**src/rtl/chd_ctrl_n.sv**
```systemverilog
// Charge/discharge sequencer: synchronised start edge -> CHARGE -> RUN -> DONE, with per-channel discharge, timeout and overrun flags.
// Start edge reaches outputs SYNC_STAGES+1 edges after i_start is first sampled high; outputs are flops or state decodes.
module chd_ctrl_n #(
    parameter int N_CH          = 4,
    parameter int SYNC_STAGES   = 2,
    parameter int CHARGE_CYCLES = 8,
    parameter int DIS_TIMEOUT   = 1000,
    parameter int CNT_W         = 16
) (
    input  logic            i_clk,
    input  logic            i_reset,
    input  logic            i_start,
    input  logic [N_CH-1:0] i_reset_ch,
    input  logic [N_CH-1:0] i_ch_en,
    output logic            o_first_charge,
    output logic [N_CH-1:0] o_discharge,
    output logic            o_startcounter,
    output logic            o_busy,
    output logic [N_CH-1:0] o_timeout,
    output logic            o_overrun
);

    typedef enum logic [1:0] {ST_IDLE, ST_CHARGE, ST_RUN, ST_DONE} state_t;

    localparam logic [CNT_W-1:0] CHG_LAST = CNT_W'(CHARGE_CYCLES - 1);
    localparam logic [CNT_W-1:0] TO_LAST  = CNT_W'(DIS_TIMEOUT - 1);
    localparam logic [CNT_W-1:0] CNT_MAX  = '1;

    state_t                       state_q, state_d;
    logic [SYNC_STAGES-1:0]       sync_q, vld_q;
    logic                         hist_q, arm_q;
    logic                         start_edge, start_acc, chg_done;
    logic [CNT_W-1:0]             chg_cnt_q, chg_cnt_d;
    logic [N_CH-1:0][CNT_W-1:0]   to_cnt_q, to_cnt_d;
    logic [N_CH-1:0]              disc_q, disc_d, tmo_q, tmo_d, to_hit;
    logic                         ovr_q, ovr_d;

    // vld_q marks which sync stages hold real samples; arm_q blocks a start edge
    // until a genuine low has been seen since reset, so a held i_start cannot restart.
    always_ff @(posedge i_clk or posedge i_reset) begin
        if (i_reset) begin
            sync_q <= '0;
            vld_q  <= '0;
            hist_q <= 1'b0;
            arm_q  <= 1'b0;
        end else begin
            sync_q <= {sync_q[SYNC_STAGES-2:0], i_start};
            vld_q  <= {vld_q[SYNC_STAGES-2:0], 1'b1};
            hist_q <= sync_q[SYNC_STAGES-1];
            if (vld_q[SYNC_STAGES-1] && !sync_q[SYNC_STAGES-1]) begin
                arm_q <= 1'b1;
            end
        end
    end

    assign start_edge = arm_q & sync_q[SYNC_STAGES-1] & ~hist_q;
    assign start_acc  = start_edge && (state_q == ST_IDLE);
    assign chg_done   = (state_q == ST_CHARGE) && (chg_cnt_q == CHG_LAST);

    always_comb begin
        disc_d    = disc_q;
        tmo_d     = tmo_q;
        ovr_d     = ovr_q;
        chg_cnt_d = chg_cnt_q;
        to_cnt_d  = to_cnt_q;
        to_hit    = '0;
        if (start_acc) begin
            disc_d    = i_ch_en;
            tmo_d     = '0;
            chg_cnt_d = '0;
        end
        if (state_q == ST_CHARGE && chg_cnt_q != CNT_MAX) begin
            chg_cnt_d = chg_cnt_q + CNT_W'(1);
        end
        if (chg_done) begin
            to_cnt_d = '0;
        end
        if (state_q == ST_RUN) begin
            for (int k = 0; k < N_CH; k++) begin
                if (disc_q[k]) begin
                    if (DIS_TIMEOUT != 0 && to_cnt_q[k] == TO_LAST) begin
                        to_hit[k] = 1'b1;
                    end
                    if (to_cnt_q[k] != CNT_MAX) begin
                        to_cnt_d[k] = to_cnt_q[k] + CNT_W'(1);
                    end
                end
            end
        end
        // A channel reset on the timeout edge wins and leaves no timeout flag.
        disc_d = disc_d & ~to_hit & ~i_reset_ch;
        tmo_d  = tmo_d | (to_hit & ~i_reset_ch);
        if (start_edge && state_q != ST_IDLE) begin
            ovr_d = 1'b1;
        end
    end

    always_ff @(posedge i_clk or posedge i_reset) begin
        if (i_reset) begin
            state_q <= ST_IDLE;
        end else begin
            state_q <= state_d;
        end
    end

    always_comb begin
        state_d = state_q;
        case (state_q)
            ST_IDLE:   if (start_edge) state_d = ST_CHARGE;
            ST_CHARGE: if (chg_done) state_d = ST_RUN;
            ST_RUN:    if (disc_d == '0) state_d = ST_DONE;
            ST_DONE:   state_d = ST_IDLE;
            default:   state_d = ST_IDLE;
        endcase
    end

    always_ff @(posedge i_clk or posedge i_reset) begin
        if (i_reset) begin
            disc_q    <= '0;
            tmo_q     <= '0;
            ovr_q     <= 1'b0;
            chg_cnt_q <= '0;
            to_cnt_q  <= '0;
        end else begin
            disc_q    <= disc_d;
            tmo_q     <= tmo_d;
            ovr_q     <= ovr_d;
            chg_cnt_q <= chg_cnt_d;
            to_cnt_q  <= to_cnt_d;
        end
    end

    always_comb begin
        o_first_charge = (state_q == ST_CHARGE);
        o_startcounter = (state_q == ST_RUN);
        o_busy         = (state_q != ST_IDLE);
        o_discharge    = disc_q;
        o_timeout      = tmo_q;
        o_overrun      = ovr_q;
    end

endmodule

```
**config.mk**
```make
export PLATFORM = sky130hd
export DESIGN_NAME = chd_ctrl_n
export DESIGN_NICKNAME = d
export VERILOG_FILES = /design/src/rtl/chd_ctrl_n.sv
export SDC_FILE = /design/constraint.sdc
export NUM_CORES = 1
export LEC_CHECK = 0
export ABC_AREA = 1
export BUFFER_PORTS_ARGS = -buffer_cell sky130_fd_sc_hd__buf_2
export CAP_MARGIN = 15
export CORE_ASPECT_RATIO = 0.8
export CORE_MARGIN = 2
export CORE_UTILIZATION = 56
export DETAILED_ROUTE_END_ITERATION = 8
export PLACE_DENSITY = 0.79
export SYNTH_ARGS = -nofsm -noshare
export SYNTH_HDL_FRONTEND = slang
export SYNTH_SLANG_ARGS = --single-unit
```
**constraint.sdc**
```tcl
create_clock -name i_clk -period 3.1 [get_ports i_clk]
set_clock_uncertainty 0.15 [all_clocks]
set_input_delay 0.31 -clock i_clk [delete_from_list [all_inputs] [get_ports i_clk]]
set_output_delay 0.31 -clock i_clk [all_outputs]
set_load 0.05 [all_outputs]
```
==> results of run 1 <==
flip-flops by register name (all words and copies together), names as in the netlist:
signal,cells
to_cnt_q,64
chg_cnt_q,16
o_discharge,4
o_timeout,4
state_q,2
sync_q,2
vld_q,2
arm_q,1
hist_q,1
o_overrun,1
metal layers:
layer | vias up | track usage
li1 | 2578 | -
met1 | 2477 | 0.324
met2 | 181 | 0.403
met3 | 15 | 0.0568
met4 | 0 | 0.0884
met5 | - | 0
cells in the final DEF (no fill, tap or decap), types with 2 or more instances in the layout:
master and instances:
nor2_2 2, o21ai_2 2, a21oi_1 19, inv_1 110
xnor2_1 3, nor2_1 74, nor3_2 5, nand2_2 9
nor3_4 4, o21ai_0 52, buf_2 22, nand4_1 23
nand2_1 173, o21ai_1 4, clkbuf_8 3, xor2_1 16
clkinvlp_4 2, nor4_1 2, dlygate4sd3_1 2, clkbuf_16 9
inv_2 5, nand3b_1 2, nor2_4 2, nand2_4 2
a21oi_2 4, nand3_1 89, o21bai_1 2, o22ai_1 12
dfrtp_1 97, buf_4 2, or2_2 2, nor3_1 17
o31ai_1 6, ha_1 8
worst reg2reg max path, cell delays in order, from the launching register on:
cell	delay [ns]
dfrtp_1	0.39
ha_1	0.19
nand2_1	0.06
inv_1	0.12
nand3_1	0.12
nor2_1	0.16
nand3_1	0.39
inv_1	0.36
o21ai_1	0.22
nand2_1	0.13
nor2_1	0.05
where the power goes:
group | switching [mW] | leakage [nW] | internal, mW
logic | 0.532 | 1.62 | 0.216
registers | 0.105 | 1.31 | 1.38
clock network | 0.476 | 0.151 | 0.690
final cells by class:
| cell class | count | area [sq um] |
|---|---|---|
| Timing Repair Buffer | 27 | 165 |
| Inverter | 117 | 442 |
| Clock buffer | 12 | 267 |
| Sequential cell | 97 | 2430 |
| Multi-Input combinational cell | 545 | 2790 |
| Tap cell | 140 | 175 |
| Clock inverter | 4 | 50.0 |
| Fill cell | 887 | 3800 |
kinds of logic after synthesis:
logic type,synth area share
DFF,0.422
AOI/OAI and AO/OA,0.106
xor gates and xnor gates,0.0289
and+or+nand+nor,0.331
other,0.000651
buffers and inverters,0.0943
adders and majority gates,0.0174
metrics by stage:
stage	total power, mW	area [sq um]	hold WS [ns]
finish	3.40	6310	0.0237
global placement	2.21	5980	0.182
floorplan	2.07	5760	0.181
CTS	3.43	6310	0.0123
global route	3.58	6310	0.0306
detailed placement	2.26	5980	0.186
worst paths after layout:
check	startpoint	endpoint	slack, ns	depth (start not counted)
worst min register to register	sync_q[0]$_DFF_PP0_	sync_q[1]$_DFF_PP0_	0.20	0
max in group asynchronous	i_reset	to_cnt_q[34]$_DFF_PP0_	1.65	4
min in group asynchronous	i_reset	to_cnt_q[4]$_DFF_PP0_	0.45	3
worst max-delay path	chg_cnt_q[0]$_DFFE_PP0P_	to_cnt_q[10]$_DFF_PP0_	0.65	10
worst max register to register	chg_cnt_q[0]$_DFFE_PP0P_	to_cnt_q[10]$_DFF_PP0_	0.65	10
worst min-delay path	i_reset_ch[1]	o_timeout[1]$_DFF_PP0_	0.02	2
==> flow_summary.json, run 1 <==
{
  "rows": 33,
  "drt_iter0_markers": 434,
  "htreeDepth": 3,
  "synth_top_area_frac": 0.422,
  "synth_area_sq_mm": 0.00576,
  "hold_buffers": 2,
  "synth_edf_count": 0,
  "grt_usage": 0.246,
  "layout.nets": 816,
  "gp_congestion": 0.934,
  "vias": 5251,
  "required_ns": 3.19,
  "cts_tree": "done",
  "dieArea_sq_mm": 0.0111,
  "ys_ff_latch": 97,
  "pwr_density_cell_mw_per_mm2": 539,
  "post-place-ws_ns": 0.663,
  "synth_top_area_cell": "dfrtp_1",
  "routed_via_density": 5.57,
  "synth.most_common_cell": "nand2_1",
  "setup_viol": 0,
  "crit_path_start_kind": "flip-flop",
  "cp_top_family": "simple AND/OR/NAND/NOR gates",
  "tns_ns": 0,
  "first_global_vias": 4928,
  "synthTopCellsByCount": "nand2_1, inv_1, dfrtp_1",
  "wl_met2_mm": 6.14,
  "post_cts_buffers": 0,
  "rsz0062_at_grt": "no",
  "end_kind": "flip-flop",
  "io_buffers": 22,
  "worst_pin_slew_ns": 0.629,
  "die_h_microns": 94.7,
  "drv_cap": 0,
  "peakVddDrop_mv": 0.391,
  "fin_crit_sh": 0.790,
  "final_cells": 942,
  "max_stage_delay_ns": 0.39,
  "drive_gt1_frac": 0.102,
  "maxSlewViolCount": 0,
  "path_max_fanout": 11,
  "numCtsBuffers": 9,
  "synth.avg_cell_area_sq_um": 7.44,
  "dpl.hpwl_mm": 9.39,
  "wire_per_inst_microns": 13.9,
  "routed_wl_mm": 13.1,
  "area_delta_synth_final_pct": 9.65,
  "grt_max_degree": 51,
  "fin_ws_ns": 0.652,
  "met1_length_mm": 5.96,
  "finalHoldViolations": 0,
  "n_antenna_cell": 0,
  "ios": 23,
  "maxSlewHeadroom": 0.581,
  "min_period_ns": 2.45,
  "grt-ovfl-total": 0,
  "max_freq_mhz": 409,
  "crit_slowest_cell": "dfrtp_1",
  "routed-wl-met3_microns": 804,
  "antenna_found_initial": 0,
  "topRoutingLayerUsed": "met4",
  "ys.flop_type": "dfrtp_1",
  "postSynth.asyncResetShare": 1.00,
  "root_buffer": "clkbuf_16",
  "synth_cell_types": 44,
  "clk_pin_slew_worst_paths_ns": 0.07,
  "postRouteAntennaNets": 0,
  "postSynthCellCount": 774,
  "power_leakage_nw": 3.08,
  "cts_sinks": 97,
  "dp_cells": 924,
  "status": "completed",
  "synth_fp_nets": 793,
  "drc": 0,
  "crit_chain": "ha_1, nand2_1, inv_1, nand3_1, nor2_1, nand3_1, inv_1, o21ai_1, nand2_1, nor2_1",
  "cts.repair.resized": 0,
  "start_util": 0.569,
  "path_buf_inv": 2,
  "ys_warn_count": 0,
  "clk_latency_ns": 0.35,
  "grt_pass1_wl_mm": 22.2,
  "holdCritPathClass": "in -> reg",
  "post-route-util": 0.624,
  "clk_path_buf_depth": 2,
  "fp.dieW_microns": 117,
  "crit_type": "reg -> reg",
  "synthTopCellsByArea": "dfrtp_1, nand2_1, nand3_1, inv_1, nor2_1",
  "arrival_ns": 2.53,
  "yosysSeqAreaShare": 0.422,
  "core-area_sq_mm": 0.0101,
  "dr.pass1.iters": 6
}
Power figures use the tool's default switching activity.
==> run 2: changes to the inputs <==
--- a/config.mk
+++ b/config.mk
@@ -10,9 +10,9 @@
 export CAP_MARGIN = 15
 export CORE_ASPECT_RATIO = 0.8
 export CORE_MARGIN = 2
-export CORE_UTILIZATION = 56
+export CORE_UTILIZATION = 62
 export DETAILED_ROUTE_END_ITERATION = 8
-export PLACE_DENSITY = 0.79
+export PLACE_DENSITY = 0.83
 export SYNTH_ARGS = -nofsm -noshare
 export SYNTH_HDL_FRONTEND = slang
 export SYNTH_SLANG_ARGS = --single-unit
==> constraint.sdc (replaced) <==
create_clock -name i_clk -period 2.5 [get_ports i_clk]
set_clock_uncertainty 0.15 [all_clocks]
set_input_delay 0.25 -clock i_clk [delete_from_list [all_inputs] [get_ports i_clk]]
set_output_delay 0.25 -clock i_clk [all_outputs]
set_load 0.05 [all_outputs]
==> run 2 against run 1 <==
  * Flip-flop and latch count unchanged
  * Fmax rose by 9.2%
  * Hold slack better by 0.15 ns
  * Sequential share of layout area shrank 0.17 points
  * Critical path depth rose by 3
  * Non-clock buffer count rose by 10
  * Combinational power grew 29%
  * Routed wire length about the same
  * Critical endpoint is now state_q[0]$_DFFE_PP0P_
==> flow_summary.json, run 2 (same netlist as run 1, synthesis figures left out) <==
{
  "routed_via_density": 5.71,
  "path_max_fanout": 7,
  "end_kind": "flip-flop",
  "die_h_microns": 90.2,
  "min_period_ns": 2.24,
  "crit_path_start_kind": "flip-flop",
  "cts_tree": "done",
  "gp_congestion": 0.970,
  "max_freq_mhz": 446,
  "crit_slowest_cell": "dfrtp_1",
  "drive_gt1_frac": 0.105,
  "core-area_sq_mm": 0.00904,
  "setup_viol": 0,
  "required_ns": 2.58,
  "rows": 31,
  "maxSlewViolCount": 0,
  "top_regs": "to_cnt_q: 64 flops, chg_cnt_q: 16 flops",
  "arrival_ns": 2.32,
  "vias": 5285,
  "pwr_density_cell_mw_per_mm2": 649,
  "layout.nets": 826,
  "area_delta_synth_final_pct": 10.1,
  "crit_type": "reg -> reg",
  "path_buf_inv": 2,
  "drv_cap": 0,
  "antenna_found_initial": 0,
  "final_cells": 926,
  "grt_max_degree": 36,
  "drc": 0,
  "status": "completed",
  "cp_top_family": "simple AND/OR/NAND/NOR gates",
  "max_stage_delay_ns": 0.39,
  "fin_crit_sh": 0.897,
  "start_util": 0.637,
  "largest-register": "to_cnt_q",
  "crit_path_frequent_cell": "nand2_1",
  "largest_reg_flops": 64,
  "finalHoldViolations": 0,
  "power_leakage_nw": 3.12,
  "worst_pin_slew_ns": 0.804,
  "clock_power_share": 0.320,
  "cts.repair.resized": 0,
  "p_seq_frac": 0.447,
  "ios": 23,
  "clk_pin_slew_worst_paths_ns": 0.06,
  "peakVddDrop_mv": 0.647,
  "holdCritPathClass": "in -> reg",
  "n_antenna_cell": 0,
  "io_buffers": 22,
  "clk_path_buf_depth": 2,
  "root_buffer": "clkbuf_16",
  "grt_pass1_wl_mm": 23.0,
  "postRouteAntennaNets": 0,
  "first_global_vias": 4825,
  "rsz0062_at_grt": "no",
  "dp_cells": 905,
  "tns_ns": 0,
  "p_sw_frac": 0.327,
  "dpl.hpwl_mm": 9.38,
  "wire_per_inst_microns": 14.2,
  "crit_chain": "inv_1, ha_1, nand2_1, inv_1, nand2_1, nor2_1, nand2_1, nand3_1, nand2_1, o21ai_1, nand2_1, nand2_1, nand2_1",
  "p_sw_mw": 1.35,
  "grt_usage": 0.275,
  "numCtsBuffers": 9,
  "power.internal_mw": 2.77,
  "htreeDepth": 3,
  "dieArea_sq_mm": 0.0101,
  "power.share.combinational": 0.233,
  "routed_wl_mm": 13.1,
  "drt_iter0_markers": 522,
  "layout_commonest_cell": "nand2_1",
  "final_cell_mix": "nand2_1, inv_1, dfrtp_1",
  "maxSlewHeadroom": 0.463,
  "fp.dieW_microns": 112,
  "cts_sinks": 97,
  "clk_latency_ns": 0.34,
  "grt-ovfl-total": 0,
  "dr.pass1.iters": 5
}
-- run 2: worst min-delay path, cell delays in order --
cell and delay [ns]:
buf_2 0.09, nor2_1 0.04, nor2_1 0.08, nand3_1 0.10, inv_1 0.06
-- run 2: metrics by stage --
| step | setup WS, ns | hold WS, ns | instance area (sq um) | power, mW | utilization |
|---|---|---|---|---|---|
| floorplan | 0.206 | 0.131 | 5760 | 2.57 | - |
| global placement | 0.413 | 0.184 | 6000 | 2.76 | 0.664 |
| detailed placement | 0.253 | 0.187 | 6000 | 2.82 | 0.664 |
| CTS | 0.240 | 0.154 | 6340 | 4.15 | 0.702 |
| global route | 0.0147 | 0.208 | 6340 | 4.35 | 0.702 |
| finish | 0.258 | 0.171 | 6340 | 4.12 | 0.702 |
-- run 2: routing by layer --
layer / global-route usage / routed length [microns] / vias up
met5: 0 / 0 / -
met2: 0.436 / 6190 / 174
li1: - / - / 2600
met3: 0.0506 / 691 / 16
met1: 0.390 / 6010 / 2495
met4: 0.0772 / 217 / 0
-- run 2: worst paths after layout --
path,startpoint,end,slack [ns],cells past startpoint
max,state_q[0]$_DFFE_PP0P_,state_q[0]$_DFFE_PP0P_,0.26,13
min in group asynchronous,i_reset,o_timeout[2]$_DFF_PP0_,0.46,3
max reg2reg,state_q[0]$_DFFE_PP0P_,state_q[0]$_DFFE_PP0P_,0.26,13
min reg2reg,vld_q[0]$_DFF_PP0_,vld_q[1]$_DFF_PP0_,0.20,0
max in group asynchronous,i_reset,chg_cnt_q[11]$_DFFE_PP0P_,1.10,4
min,i_ch_en[1],o_discharge[1]$_DFF_PP0_,0.17,5
-- run 2: timing repair --
item	in CTS	in global routing
setup buffers	0	0
endpoints found under the hold margin	36	0
setup endpoints to repair	0	0
hold buffers	6	0
-- run 2: cell type report --
| cell class | count | area [sq um] |
|---|---|---|
| multi-input combinational | 545 | 2790 |
| fill | 714 | 2700 |
| inverter | 117 | 443 |
| sequential | 97 | 2430 |
| clock inverter | 4 | 45.0 |
| clock buffer | 11 | 233 |
| timing repair buffer | 37 | 263 |
| tap | 115 | 144 |
-- run 2: power groups by stage --
stage	sequential (mW)	combinational, mW	clock, mW
after global routing	1.86	1.08	1.42
after CTS	1.84	0.963	1.35
after global placement	1.85	0.906	0
after detailed placement	1.86	0.951	0
final	1.84	0.961	1.32
after floorplan	1.89	0.674	0
==> run 3: changes to the inputs <==
==> config.mk (replaced) <==
export PLATFORM = sky130hd
export DESIGN_NAME = chd_ctrl_n
export DESIGN_NICKNAME = d
export VERILOG_FILES = /design/src/rtl/chd_ctrl_n.sv
export SDC_FILE = /design/constraint.sdc
export NUM_CORES = 1
export LEC_CHECK = 0
export BUFFER_PORTS_ARGS = -buffer_cell sky130_fd_sc_hd__buf_2
export CAP_MARGIN = 15
export CORE_ASPECT_RATIO = 0.8
export CORE_MARGIN = 2
export CORE_UTILIZATION = 48
export DETAILED_ROUTE_END_ITERATION = 8
export PLACE_DENSITY = 0.68
export SYNTH_ARGS = -nofsm -noshare
export SYNTH_HDL_FRONTEND = slang
export SYNTH_SLANG_ARGS = --single-unit
==> run 3 against run 2 <==
  * Final cell count down 15%
  * Sequential power about the same
  * Highest routed layer unchanged
  * Largest power group unchanged
  * Count of clock-buffer cells in the layout grew 1
==> flow_summary.json, run 3 <==
{
  "holdCritPathClass": "in -> reg",
  "synthTopCellsByCount": "dfrtp_1, nand2_1, nand3_1",
  "postSynth.asyncResetShare": 1.00,
  "grt_pass1_wl_mm": 21.0,
  "grt_usage": 0.212,
  "worst_pin_slew_ns": 0.733,
  "grt-ovfl-total": 0,
  "grt_max_degree": 37,
  "root_buffer": "clkbuf_16",
  "clk_path_buf_depth": 2,
  "ys_warn_count": 0,
  "drc": 0,
  "end_kind": "flip-flop",
  "ios": 23,
  "synthTopCellsByArea": "dfrtp_1, mux2i_1, mux2_2, nand2_1, nand3_1",
  "largest-register": "to_cnt_q",
  "gp_congestion": 0.864,
  "synth_fa_ha_area_frac": 0.0181,
  "peakVddDrop_mv": 0.354,
  "vias": 4684,
  "dpl.hpwl_mm": 8.77,
  "layout_commonest_cell": "dfrtp_1",
  "largest_reg_flops": 64,
  "area_delta_synth_final_pct": 17.7,
  "dr.pass1.iters": 5,
  "postSynthCellCount": 583,
  "rows": 35,
  "status": "completed",
  "postRouteAntennaNets": 0,
  "synth.avg_cell_area_sq_um": 9.50,
  "fin_crit_sh": 0.967,
  "die_h_microns": 100,
  "min_period_ns": 2.42,
  "synth_compound_area_frac": 0.154,
  "dieArea_sq_mm": 0.0124,
  "synth_top_family_by_area": "simple AND/OR/NAND/NOR gates",
  "clk_latency_ns": 0.34,
  "power_leakage_nw": 2.85,
  "layout.nets": 655,
  "yosysSeqAreaShare": 0.438,
  "clk_pin_slew_worst_paths_ns": 0.06,
  "start_util": 0.486,
  "wire_per_inst_microns": 16.0,
  "final_cell_mix": "dfrtp_1, nand2_1, nand3_1",
  "numCtsBuffers": 9,
  "setup_viol": 0,
  "n_antenna_cell": 0,
  "cts_tree": "done",
  "synth_edf_count": 0,
  "ys_ff_latch": 97,
  "antenna_found_initial": 0,
  "drive_gt1_frac": 0.187,
  "cts_sinks": 97,
  "pwr_density_cell_mw_per_mm2": 657,
  "required_ns": 2.61,
  "io_buffers": 22,
  "maxSlewHeadroom": 0.510,
  "dp_cells": 764,
  "drt_iter0_markers": 411,
  "first_global_vias": 4397,
  "finalHoldViolations": 0,
  "crit_type": "reg -> reg",
  "htreeDepth": 3,
  "fp.dieW_microns": 124,
  "synth_cell_types": 66,
  "max_freq_mhz": 414,
  "synth_xor_xnor_area_share": 0.0142,
  "synth_top_area_frac": 0.438,
  "final_cells": 786,
  "top_regs": "to_cnt_q: 64 flops, chg_cnt_q: 16 flops",
  "drv_cap": 0,
  "synth_fp_nets": 602,
  "synth.most_common_cell": "dfrtp_1",
  "routed_via_density": 5.96,
  "fin_ws_ns": 0.0827,
  "synth_top_area_cell": "dfrtp_1",
  "synth-simple-area-share": 0.234,
  "crit_path_start_kind": "flip-flop",
  "post-place-ws_ns": 0.0345,
  "ys.flop_type": "dfrtp_1",
  "path_max_fanout": 6,
  "arrival_ns": 2.52,
  "core-area_sq_mm": 0.0114,
  "synthMuxAreaShare": 0.112,
  "synth_area_sq_mm": 0.00554,
  "maxSlewViolCount": 0,
  "routed_wl_mm": 12.5
}
[run 3: cell families (layout without fill, tap and decap cells)]
family | count (synthesis) | count (layout)
other | 1 | 1
XOR/XNOR | 9 | 9
adder cells (fa/ha/maj) | 8 | 8
multiplexers | 59 | 59
AND/OR/NAND/NOR | 250 | 250
buffers and inverters | 40 | 95
AO/OA/AOI/OAI | 119 | 119
flip-flops | 97 | 97
[run 3: final timing paths]
kind / startpoint / end / slack [ns] / depth (start not counted)
hold reg to reg: sync_q[0]$_DFF_PP0_ / sync_q[1]$_DFF_PP0_ / 0.20 / 0
max in group asynchronous: i_reset / to_cnt_q[47]$_DFF_PP0_ / 1.15 / 4
setup / recovery: to_cnt_q[19]$_DFF_PP0_ / state_q[0]$_DFFE_PP0P_ / 0.08 / 5
hold / removal: i_ch_en[0] / o_discharge[0]$_DFF_PP0_ / 0.13 / 3
min in group asynchronous: i_reset / chg_cnt_q[15]$_DFFE_PP0P_ / 0.43 / 3
setup reg to reg: to_cnt_q[19]$_DFF_PP0_ / state_q[0]$_DFFE_PP0P_ / 0.08 / 5
[run 3: critical path, stage by stage, from the launching register on]
cell	delay, ns
dfrtp_2	0.44
or4_4	0.55
nor4_4	0.27
a211oi_2	0.14
or4_1	0.58
a31oi_1	0.21
[run 3: per-layer routing]
layer / GRT usage / part of all wire / up-vias
met2: 0.330 / 0.48 / 100
li1: - / - / 2277
met3: 0.0500 / 0.040 / 10
met4: 0.0588 / 0.010 / 0
met5: 0 / 0 / -
met1: 0.298 / 0.47 / 2297
[run 3: area by class of cell]
class,count,area (sq um)
Clock inverter,1,30.0
Multi-Input combinational cell,446,3030
Inverter,16,63.8
Tap cell,148,185
Timing Repair Buffer,66,548
Clock buffer,12,236
Sequential cell,97,2430
Fill cell,977,4870
[run 3: where the power goes]
group | switching, mW | internal, mW
logic | 0.699 | 0.438
clock network | 0.548 | 0.760
registers | 0.132 | 1.71
total | 1.38 | 2.91
[run 3: repair_timing]
action / in CTS / in global routing
hold endpoints to repair: 35 / 0
gates resized for setup: 0 / 11
setup endpoints to repair: 0 / 9
buffers inserted: 0 / 2
hold buffers: 6 / 0
[run 3: stage by stage]
step	hold slack (ns)	instance area [sq um]	utilization	total power, mW	setup TNS [ns]
final	0.134	6520	0.573	4.29	0
after global routing	0.166	6520	0.573	4.52	-0.00773
after CTS	0.114	6420	0.564	4.31	0
after detailed placement	0.185	6100	0.535	2.99	0
after global placement	0.187	6100	0.535	2.94	0
after floorplan	0.131	5560	-	2.65	-0.0729
